File: src/rtl/sync_fifo.sv
// sync_fifo: single-clock FIFO with fill count, almost flags, error pulses and optional first-word-fall-through
module sync_fifo #(
   parameter int data_width         = 16,
   parameter int fifo_depth_bits    = 4,
   parameter int almost_full_level  = 12,
   parameter int almost_empty_level = 2,
   parameter int fwft_mode          = 0
) (
   input  logic                     clk,
   input  logic                     rst_n,
   input  logic [data_width-1:0]    input_data,
   input  logic                     write_enable,
   input  logic                     read_enable,
   output logic [data_width-1:0]    output_data,
   output logic                     output_valid,
   output logic                     fifo_full,
   output logic                     fifo_empty,
   output logic                     almost_full,
   output logic                     almost_empty,
   output logic [fifo_depth_bits:0] fill_count,
   output logic                     overflow,
   output logic                     underflow
);
   localparam int depth = 2 ** fifo_depth_bits;
   localparam logic [fifo_depth_bits:0] full_cnt = (fifo_depth_bits+1)'(depth);
   localparam logic [fifo_depth_bits:0] af_cnt = (fifo_depth_bits+1)'(almost_full_level);
   localparam logic [fifo_depth_bits:0] ae_cnt = (fifo_depth_bits+1)'(almost_empty_level);
   localparam bit fwft = fwft_mode != 0;

   logic [data_width-1:0] mem [depth];
   logic [fifo_depth_bits-1:0] wr_ptr, rd_ptr;
   logic wr_acc, rd_acc, ld, valid_nx;

   // flags and handshakes; in fwft mode the head register counts toward fill_count, so the array holds fill_count - output_valid words
   always_comb begin
      fifo_full    = fill_count == full_cnt;
      fifo_empty   = fwft ? !output_valid : fill_count == '0;
      almost_full  = fill_count >= af_cnt;
      almost_empty = fill_count <= ae_cnt;
      wr_acc       = write_enable && !fifo_full;
      rd_acc       = read_enable && !fifo_empty;
      ld           = fwft ? (!output_valid || rd_acc) && fill_count != {{fifo_depth_bits{1'b0}}, output_valid} : rd_acc;
      valid_nx     = fwft ? ld || (output_valid && !rd_acc) : rd_acc;
   end

   // storage array, deliberately left unreset
   always_ff @(posedge clk) begin
      if (wr_acc) mem[wr_ptr] <= input_data;
   end

   // pointers, occupancy, output register and error pulses
   always_ff @(posedge clk or negedge rst_n) begin
      if (!rst_n) begin
         wr_ptr       <= '0;
         rd_ptr       <= '0;
         fill_count   <= '0;
         output_data  <= '0;
         output_valid <= 1'b0;
         overflow     <= 1'b0;
         underflow    <= 1'b0;
      end else begin
         if (wr_acc) wr_ptr <= wr_ptr + 1'b1;
         if (ld) rd_ptr <= rd_ptr + 1'b1;
         if (ld) output_data <= mem[rd_ptr];
         if (wr_acc != rd_acc) fill_count <= wr_acc ? fill_count + 1'b1 : fill_count - 1'b1;
         output_valid <= valid_nx;
         overflow     <= write_enable && fifo_full;
         underflow    <= read_enable && fifo_empty;
      end
   end
endmodule

File: config.mk
export PLATFORM = sky130hd
export DESIGN_NAME = sync_fifo
export DESIGN_NICKNAME = d
export VERILOG_FILES = /design/src/rtl/sync_fifo.sv
export SDC_FILE = /design/constraint.sdc
export NUM_CORES = 1
export LEC_CHECK = 0
export ABC_CLOCK_PERIOD_IN_PS = 7000
export CAP_MARGIN = 20
export CORE_ASPECT_RATIO = 1.2
export CORE_MARGIN = 2
export CORE_UTILIZATION = 65
export CTS_BUF_LIST = sky130_fd_sc_hd__clkbuf_8 sky130_fd_sc_hd__clkbuf_16
export DETAILED_ROUTE_END_ITERATION = 16
export PLACE_DENSITY = 0.88
export SKIP_LAST_GASP = 1
export SLEW_MARGIN = 30
export SYNTH_ARGS = -nofsm -noshare
export SYNTH_HDL_FRONTEND = slang
export SYNTH_SLANG_ARGS = --single-unit
File: constraint.sdc
create_clock -name clk -period 7 [get_ports clk]
set_input_delay 1.75 -clock clk [delete_from_list [all_inputs] [get_ports clk]]
set_output_delay 1.75 -clock clk [all_outputs]
set_load 0.01 [all_outputs]
==> flow_metrics.env, run 1 <==
export IMPL_syn_to_final_growth_pct=13.6
export IMPL_power_density_nw_per_um2=399
export IMPL_netlist_area_um2=11200
export IMPL_fin_util_pct=75.3
export IMPL_ys_types=38
export IMPL_start_util_pct=66.3
export IMPL_p_sw_mw=1.52
export IMPL_cts_inserted_buffers=25
export IMPL_core_um2=16900
export IMPL_clkPwrFrac_pct=25.6
export IMPL_slowest_stage="or4_4"
export IMPL_synth_sequential_area_ratio_pct=75.7
export IMPL_grt_pass1_vias=5865
export IMPL_post_route_min_period_ns=4.03
export IMPL_ys_ff_latch=288
export IMPL_cts_root_buf="clkbuf_16"
export IMPL_power_leakage_nw=4.30
export IMPL_cts_htree_levels=1
export IMPL_grtUsageTotal_pct=28.1
export IMPL_critical_path_cell_chain="or4_4, nor2_1, clkdlybuf4s50_1"
export IMPL_p_sw_share_pct=29.8
export IMPL_status="completed"
export IMPL_final_common_cell="edfxtp_1"
export IMPL_num_io_pins=48
export IMPL_grt_first_pass_wirelength_um=36400
export IMPL_cts_hold_buf=0
export IMPL_pwr_share_seq_pct=44.8
export IMPL_final_cell_mix="edfxtp_1 (256), mux4_2 (64), clkdlybuf4s50_1 (47)"
export IMPL_max_clock_path_buffers=3
export IMPL_post_cts_setup_buffers=0
export IMPL_min_period_over_period_pct=57.6
export IMPL_ant_nets=0
export IMPL_finalClockSkew_ns=0.0149
export IMPL_path_clk_slew_ns=0.06
export IMPL_max_slew_worst_pin_slew_ns=0.995
export IMPL_rsz0062_at_grt="no"
export IMPL_maxSlewViolCount=0
export IMPL_drt_iter0_drc=777
export IMPL_cts_tree="done"
export IMPL_antennaDiodeCount=0
export IMPL_antenna_found_initial=0
export IMPL_yosys_warnings=0
export IMPL_clk_latency_ns=0.52
export IMPL_worstPathArrival_ns=2.28
export IMPL_seq_area_um2=8490
export IMPL_route_vias_total=5602
export IMPL_fillers=867
export IMPL_wl_per_cell_um=29.5
export IMPL_drive_above_1_share_pct=21.6
export IMPL_grt_max_degree=66
export IMPL_dieArea_um2=18300
export IMPL_critPathLaunchType="flop"
export IMPL_io_buffer_count=47
export IMPL_critical_path_class="reg2out"
export IMPL_max_stage_delay_ns=0.62
export IMPL_hold_class="reg2reg"
export IMPL_relSlewSlack_pct=33.7
export IMPL_syn_mean_instance_area_um2=21.4
export IMPL_max_freq_mhz=248
export IMPL_wirelength_um=24100
export IMPL_multi_input_area_um2=2590
export IMPL_nNetsFinal=613
export IMPL_syn_nets=553
export IMPL_irDropWorstVdd_uv=412
export IMPL_p_int_mw=3.56
export IMPL_fin_setup_tns_ns=0
export IMPL_die_width_um=124
export IMPL_comb_power_share_pct=29.6
export IMPL_cts_sinks=288
export IMPL_die_h_um=148
export IMPL_hold_slack_ns=0.511
export IMPL_setup_violations=0
export IMPL_worstPathMaxFanout=8
export IMPL_cap_viol_max_count=0
export IMPL_required_ns=5.25
export IMPL_finalHoldViolCount=0
export IMPL_overflow=0
export IMPL_cp_end_kind="output port"
export IMPL_drtPass1Iterations=5
export IMPL_gp_congestion=0.792
export IMPL_drc=0
export IMPL_ctsResizeCount=0
export IMPL_synth_cells=524
export IMPL_post_dp_hpwl_um=12800
export IMPL_row_count=52
export IMPL_vias_per_cell=6.85
[worst paths after layout]
path	from	to	slack (ns)	depth (start not counted)
worst max register to register	fill_count[0]	fill_count[3]	4.29	8
worst min register to register	output_data[15]	output_data[15]	0.51	2
worst min-delay path	output_data[15]	output_data[15]	0.51	2
min in group asynchronous	rst_n	output_data[11]	1.65	2
max in group asynchronous	rst_n	rd_ptr[0]	5.02	2
worst max-delay path	fill_count[0]	fifo_full	2.97	3
[worst max-delay path, delay by kind of cell, from the launching register on]
kind / cells / cell delay [ns]
simple gates: 2 / 0.72
flops: 1 / 0.52
buf+inv: 1 / 0.53
[stage by stage]
stage | total power [mW] | std cells | worst slack, ns | instance area, µm²
floorplan | 3.26 | 524 | 3.15 | 11200
global placement | 3.69 | 772 | 3.08 | 11900
detailed placement | 3.78 | 772 | 2.97 | 11900
CTS | 5.10 | 817 | 2.94 | 12700
global route | 5.28 | 818 | 2.89 | 12700
finish | 5.08 | 818 | 2.97 | 12700
[flip-flops by register name, summed over array words and instances, names as in the netlist]
signal	flops
fill_count	5
mem	256
output_data	16
output_valid	1
overflow	1
rd_ptr	4
underflow	1
wr_ptr	4
[cell usage after synthesis]
cell       number  area, µm²
xnor2_1         8       70.1
mux2i_1        31        310
inv_2           1       3.75
a2111oi_0       1       8.76
fa_1            1       20.0
o211ai_1        2       15.0
nand2_1        25       93.8
or4_4           1       11.3
buf_6           1       11.3
and4_1          4       35.0
nand4_1         5       31.3
nor3b_1         4       30.0
a311oi_1        1       8.76
edfxtp_1      256       7690
o221ai_1       15        131
a21oi_1         3       15.0
o21ai_1         1       5.00
clkbuf_1        7       26.3
ha_1            8        100
nand2b_1        1       6.26
a21o_1          3       22.5
xor2_1          1       8.76
or3_4           1       11.3
buf_4           2       15.0
nor3_1          3       15.0
buf_2          16       80.1
and2_1          1       6.26
mux4_2         64       1440
xnor2_4         1       27.5
nor2_1          3       11.3
o21a_4          1       15.0
nor2b_1         2       12.5
buf_1           2       7.51
inv_1           5       18.8
mux2_1          3       33.8
o31ai_4         1       21.3
and3_1          7       43.8
dfrtp_1        32        801
[layout make-up]
type	count	share of cell area [%]
Sequential cell	288	66.7
Clock inverter	16	0.697
Multi-Input combinational cell	202	20.4
Inverter	6	0.177
Tap cell	216	2.12
Clock buffer	29	5.34
Timing Repair Buffer	61	4.64
[layer usage]
metal,wire length [µm],global-route usage [%],up-vias,share of wire [%]
li1,-,-,2279,-
met1,8990,39.6,2916,37
met5,0,0,-,0
met3,1820,4.51,68,7.5
met4,892,10.9,0,3.7
met2,12400,45.2,339,52
[cells by family (layout without fill, tap and decap cells)]
kind of cell,after synthesis,count (layout),share of synthesized area (%)
DFF,288,288,75.7
muxes,98,98,15.9
and+or+nand+nor,57,57,2.74
buffers and inverters,34,112,1.45
AOI/OAI and AO/OA,28,28,2.16
xor gates and xnor gates,10,10,0.949
adders and majority gates,9,9,1.07
[power groups by stage]
stage               combinational [mW]  clock (mW)  sequential, mW
floorplan                         1.01           0            2.25
global placement                  1.42           0            2.27
detailed placement                1.48           0            2.29
CTS                               1.51        1.32            2.27
global route                      1.61        1.38            2.29
finish                            1.50        1.30            2.27
(Power assumes the default switching activity.)
==> inputs of run 2 (changes only) <==
--- a/config.mk
+++ b/config.mk
@@ -5,14 +5,14 @@
 export SDC_FILE = /design/constraint.sdc
 export NUM_CORES = 1
 export LEC_CHECK = 0
-export ABC_CLOCK_PERIOD_IN_PS = 7000
+export ABC_CLOCK_PERIOD_IN_PS = 4190
 export CAP_MARGIN = 20
 export CORE_ASPECT_RATIO = 1.2
 export CORE_MARGIN = 2
-export CORE_UTILIZATION = 65
+export CORE_UTILIZATION = 60
 export CTS_BUF_LIST = sky130_fd_sc_hd__clkbuf_8 sky130_fd_sc_hd__clkbuf_16
 export DETAILED_ROUTE_END_ITERATION = 16
-export PLACE_DENSITY = 0.88
+export PLACE_DENSITY = 0.82
 export SKIP_LAST_GASP = 1
 export SLEW_MARGIN = 30
 export SYNTH_ARGS = -nofsm -noshare
==> constraint.sdc (replaced) <==
create_clock -name clk -period 4.19 [get_ports clk]
set_input_delay 1.0475 -clock clk [delete_from_list [all_inputs] [get_ports clk]]
set_output_delay 1.0475 -clock clk [all_outputs]
set_load 0.01 [all_outputs]
==> flow_metrics.env, run 2 (synthesis results as in run 1) <==
export IMPL_overflow=0
export IMPL_row_count=54
export IMPL_drc=0
export IMPL_power_leakage_nw=4.35
export IMPL_vias_per_cell=6.71
export IMPL_power_mw=8.72
export IMPL_status="completed"
export IMPL_io_buffer_count=47
export IMPL_max_slew_worst_pin_slew_ns=0.950
export IMPL_fin_cells=836
export IMPL_final_common_cell="edfxtp_1"
export IMPL_die_width_um=129
export IMPL_post_cts_setup_buffers=0
export IMPL_largest_reg_flops=256
export IMPL_critPathLaunchType="flop"
export IMPL_antennaDiodeCount=0
export IMPL_max_freq_mhz=298
export IMPL_cp_end_kind="output port"
export IMPL_drive_above_1_share_pct=22.1
export IMPL_grtUsageTotal_pct=25.3
export IMPL_final_cell_mix="edfxtp_1 (256), mux4_2 (64), clkdlybuf4s50_1 (47)"
export IMPL_drt_iter0_drc=679
export IMPL_critical_path_cell_chain="or4_4, nor2_1, clkdlybuf4s50_1"
export IMPL_rsz0062_at_grt="no"
export IMPL_p_sw_mw=2.61
export IMPL_route_vias_total=5607
export IMPL_irDropWorstVdd_uv=487
export IMPL_cap_viol_max_count=0
export IMPL_ant_nets=0
export IMPL_wirelength_um=24000
export IMPL_cts_sinks=288
export IMPL_largest_register="mem"
export IMPL_syn_to_final_growth_pct=14.9
export IMPL_p_sw_share_pct=29.9
export IMPL_p_int_mw=6.11
export IMPL_dieArea_um2=19800
export IMPL_hold_class="reg2reg"
export IMPL_cts_htree_levels=1
export IMPL_drtPass1Iterations=5
export IMPL_worstPathMaxFanout=8
export IMPL_antenna_found_initial=0
export IMPL_min_period_over_period_pct=80.1
export IMPL_required_ns=3.14
export IMPL_gp_congestion=0.859
export IMPL_cts_hold_buf=0
export IMPL_fin_util_pct=70.6
export IMPL_slowest_stage="or4_4"
export IMPL_power_density_nw_per_um2=677
export IMPL_core_um2=18200
export IMPL_setup_violations=0
export IMPL_cts_inserted_buffers=27
export IMPL_maxSlewViolCount=0
export IMPL_clk_latency_ns=0.54
export IMPL_critical_path_class="reg2out"
export IMPL_start_util_pct=61.5
export IMPL_reg_top3="mem: 256 flops, output_data: 16 flops, fill_count: 5 flops"
export IMPL_grt_max_degree=27
export IMPL_post_route_min_period_ns=3.36
export IMPL_path_clk_slew_ns=0.06
export IMPL_nNetsFinal=622
export IMPL_fin_setup_tns_ns=0
export IMPL_hold_slack_ns=0.517
export IMPL_max_clock_path_buffers=3
export IMPL_post_dp_hpwl_um=14100
export IMPL_cts_root_buf="clkbuf_16"
export IMPL_comb_power_share_pct=27.5
export IMPL_ctsResizeCount=0
export IMPL_finalClockSkew_ns=0.0181
export IMPL_num_io_pins=48
export IMPL_die_h_um=154
export IMPL_cts_tree="done"
export IMPL_grt_first_pass_wirelength_um=36200
export IMPL_max_stage_delay_ns=0.61
export IMPL_place_detailed_instances=788
export IMPL_grt_pass1_vias=5804
export IMPL_fillers=1056
export IMPL_finalHoldViolCount=0
export IMPL_pwr_share_seq_pct=45.4
export IMPL_worstPathArrival_ns=2.31
export IMPL_relSlewSlack_pct=36.7
export IMPL_wl_per_cell_um=28.7
export IMPL_clkPwrFrac_pct=27.1
[run 2: cell types whose count changed in the layout (fill, tap and decap cells not counted), moves of 2 or more]
cell / before / now
buf_4: 11 / 20
inv_1: 16 / 8
clkinv_1: 2 / 9
clkbuf_8: 4 / 0
and3_1: 4 / 7
and3_2: 3 / 0
and4_1: 1 / 4
and4_2: 3 / 0
clkinv_2: 2 / 5
buf_6: 2 / 0
bufinv_16: 1 / 3
clkbuf_16: 25 / 27
[run 2: stage by stage]
| stage | setup slack [ns] | instance area, µm² |
|---|---|---|
| 6_report | 0.833 | 12900 |
| 4_1_cts | 0.819 | 12900 |
| 3_3_place_gp | 0.998 | 12000 |
| 5_1_grt | 0.755 | 12900 |
| 3_5_place_dp | 0.956 | 12000 |
| 2_1_floorplan | 1.04 | 11200 |
[run 2: metal layers]
| layer | track usage (%) | share of wire [%] | up-vias |
|---|---|---|---|
| met5 | 0 | 0 | - |
| met4 | 9.58 | 3.7 | 0 |
| met3 | 5.46 | 9.5 | 53 |
| met2 | 39.9 | 49 | 348 |
| met1 | 35.6 | 38 | 2906 |
| li1 | - | - | 2300 |
[run 2: layout make-up]
| class | instances | area, µm² | area share [%] |
|---|---|---|---|
| clock buffers | 27 | 676 | 5.25 |
| clock inverters | 21 | 180 | 1.40 |
| inverters | 6 | 22.5 | 0.175 |
| multi-input cells | 202 | 2590 | 20.1 |
| flip-flops and latches | 288 | 8490 | 65.9 |
| well taps | 224 | 280 | 2.18 |
| repair buffers | 68 | 641 | 4.97 |
[run 2: final timing paths]
| path | startpoint | to | slack (ns) | cells after the start |
|---|---|---|---|---|
| worst max-delay path | fill_count[0] | fifo_full | 0.83 | 3 |
| worst min-delay path | output_data[7] | output_data[7] | 0.52 | 2 |
| worst max register to register | fill_count[3] | output_data[12] | 1.20 | 5 |
| worst min register to register | output_data[7] | output_data[7] | 0.52 | 2 |
| max in group asynchronous | rst_n | fill_count[2] | 2.45 | 2 |
| min in group asynchronous | rst_n | underflow | 0.98 | 1 |
[run 2: critical path, delay by kind of cell (launching register included)]
kind	cells	cell delay, ns
buf+inv	1	0.54
flops	1	0.52
simple gates	2	0.71
[run 2: power groups by stage]
stage                     sequential (mW)  clock (mW)  combinational (mW)
after global placement               3.97           0                2.30
after floorplan                      3.77           0                1.69
final                                3.95        2.37                2.40
after CTS                            3.96        2.40                2.41
after global routing                 4.00        2.49                2.55
after detailed placement             4.01           0                2.38
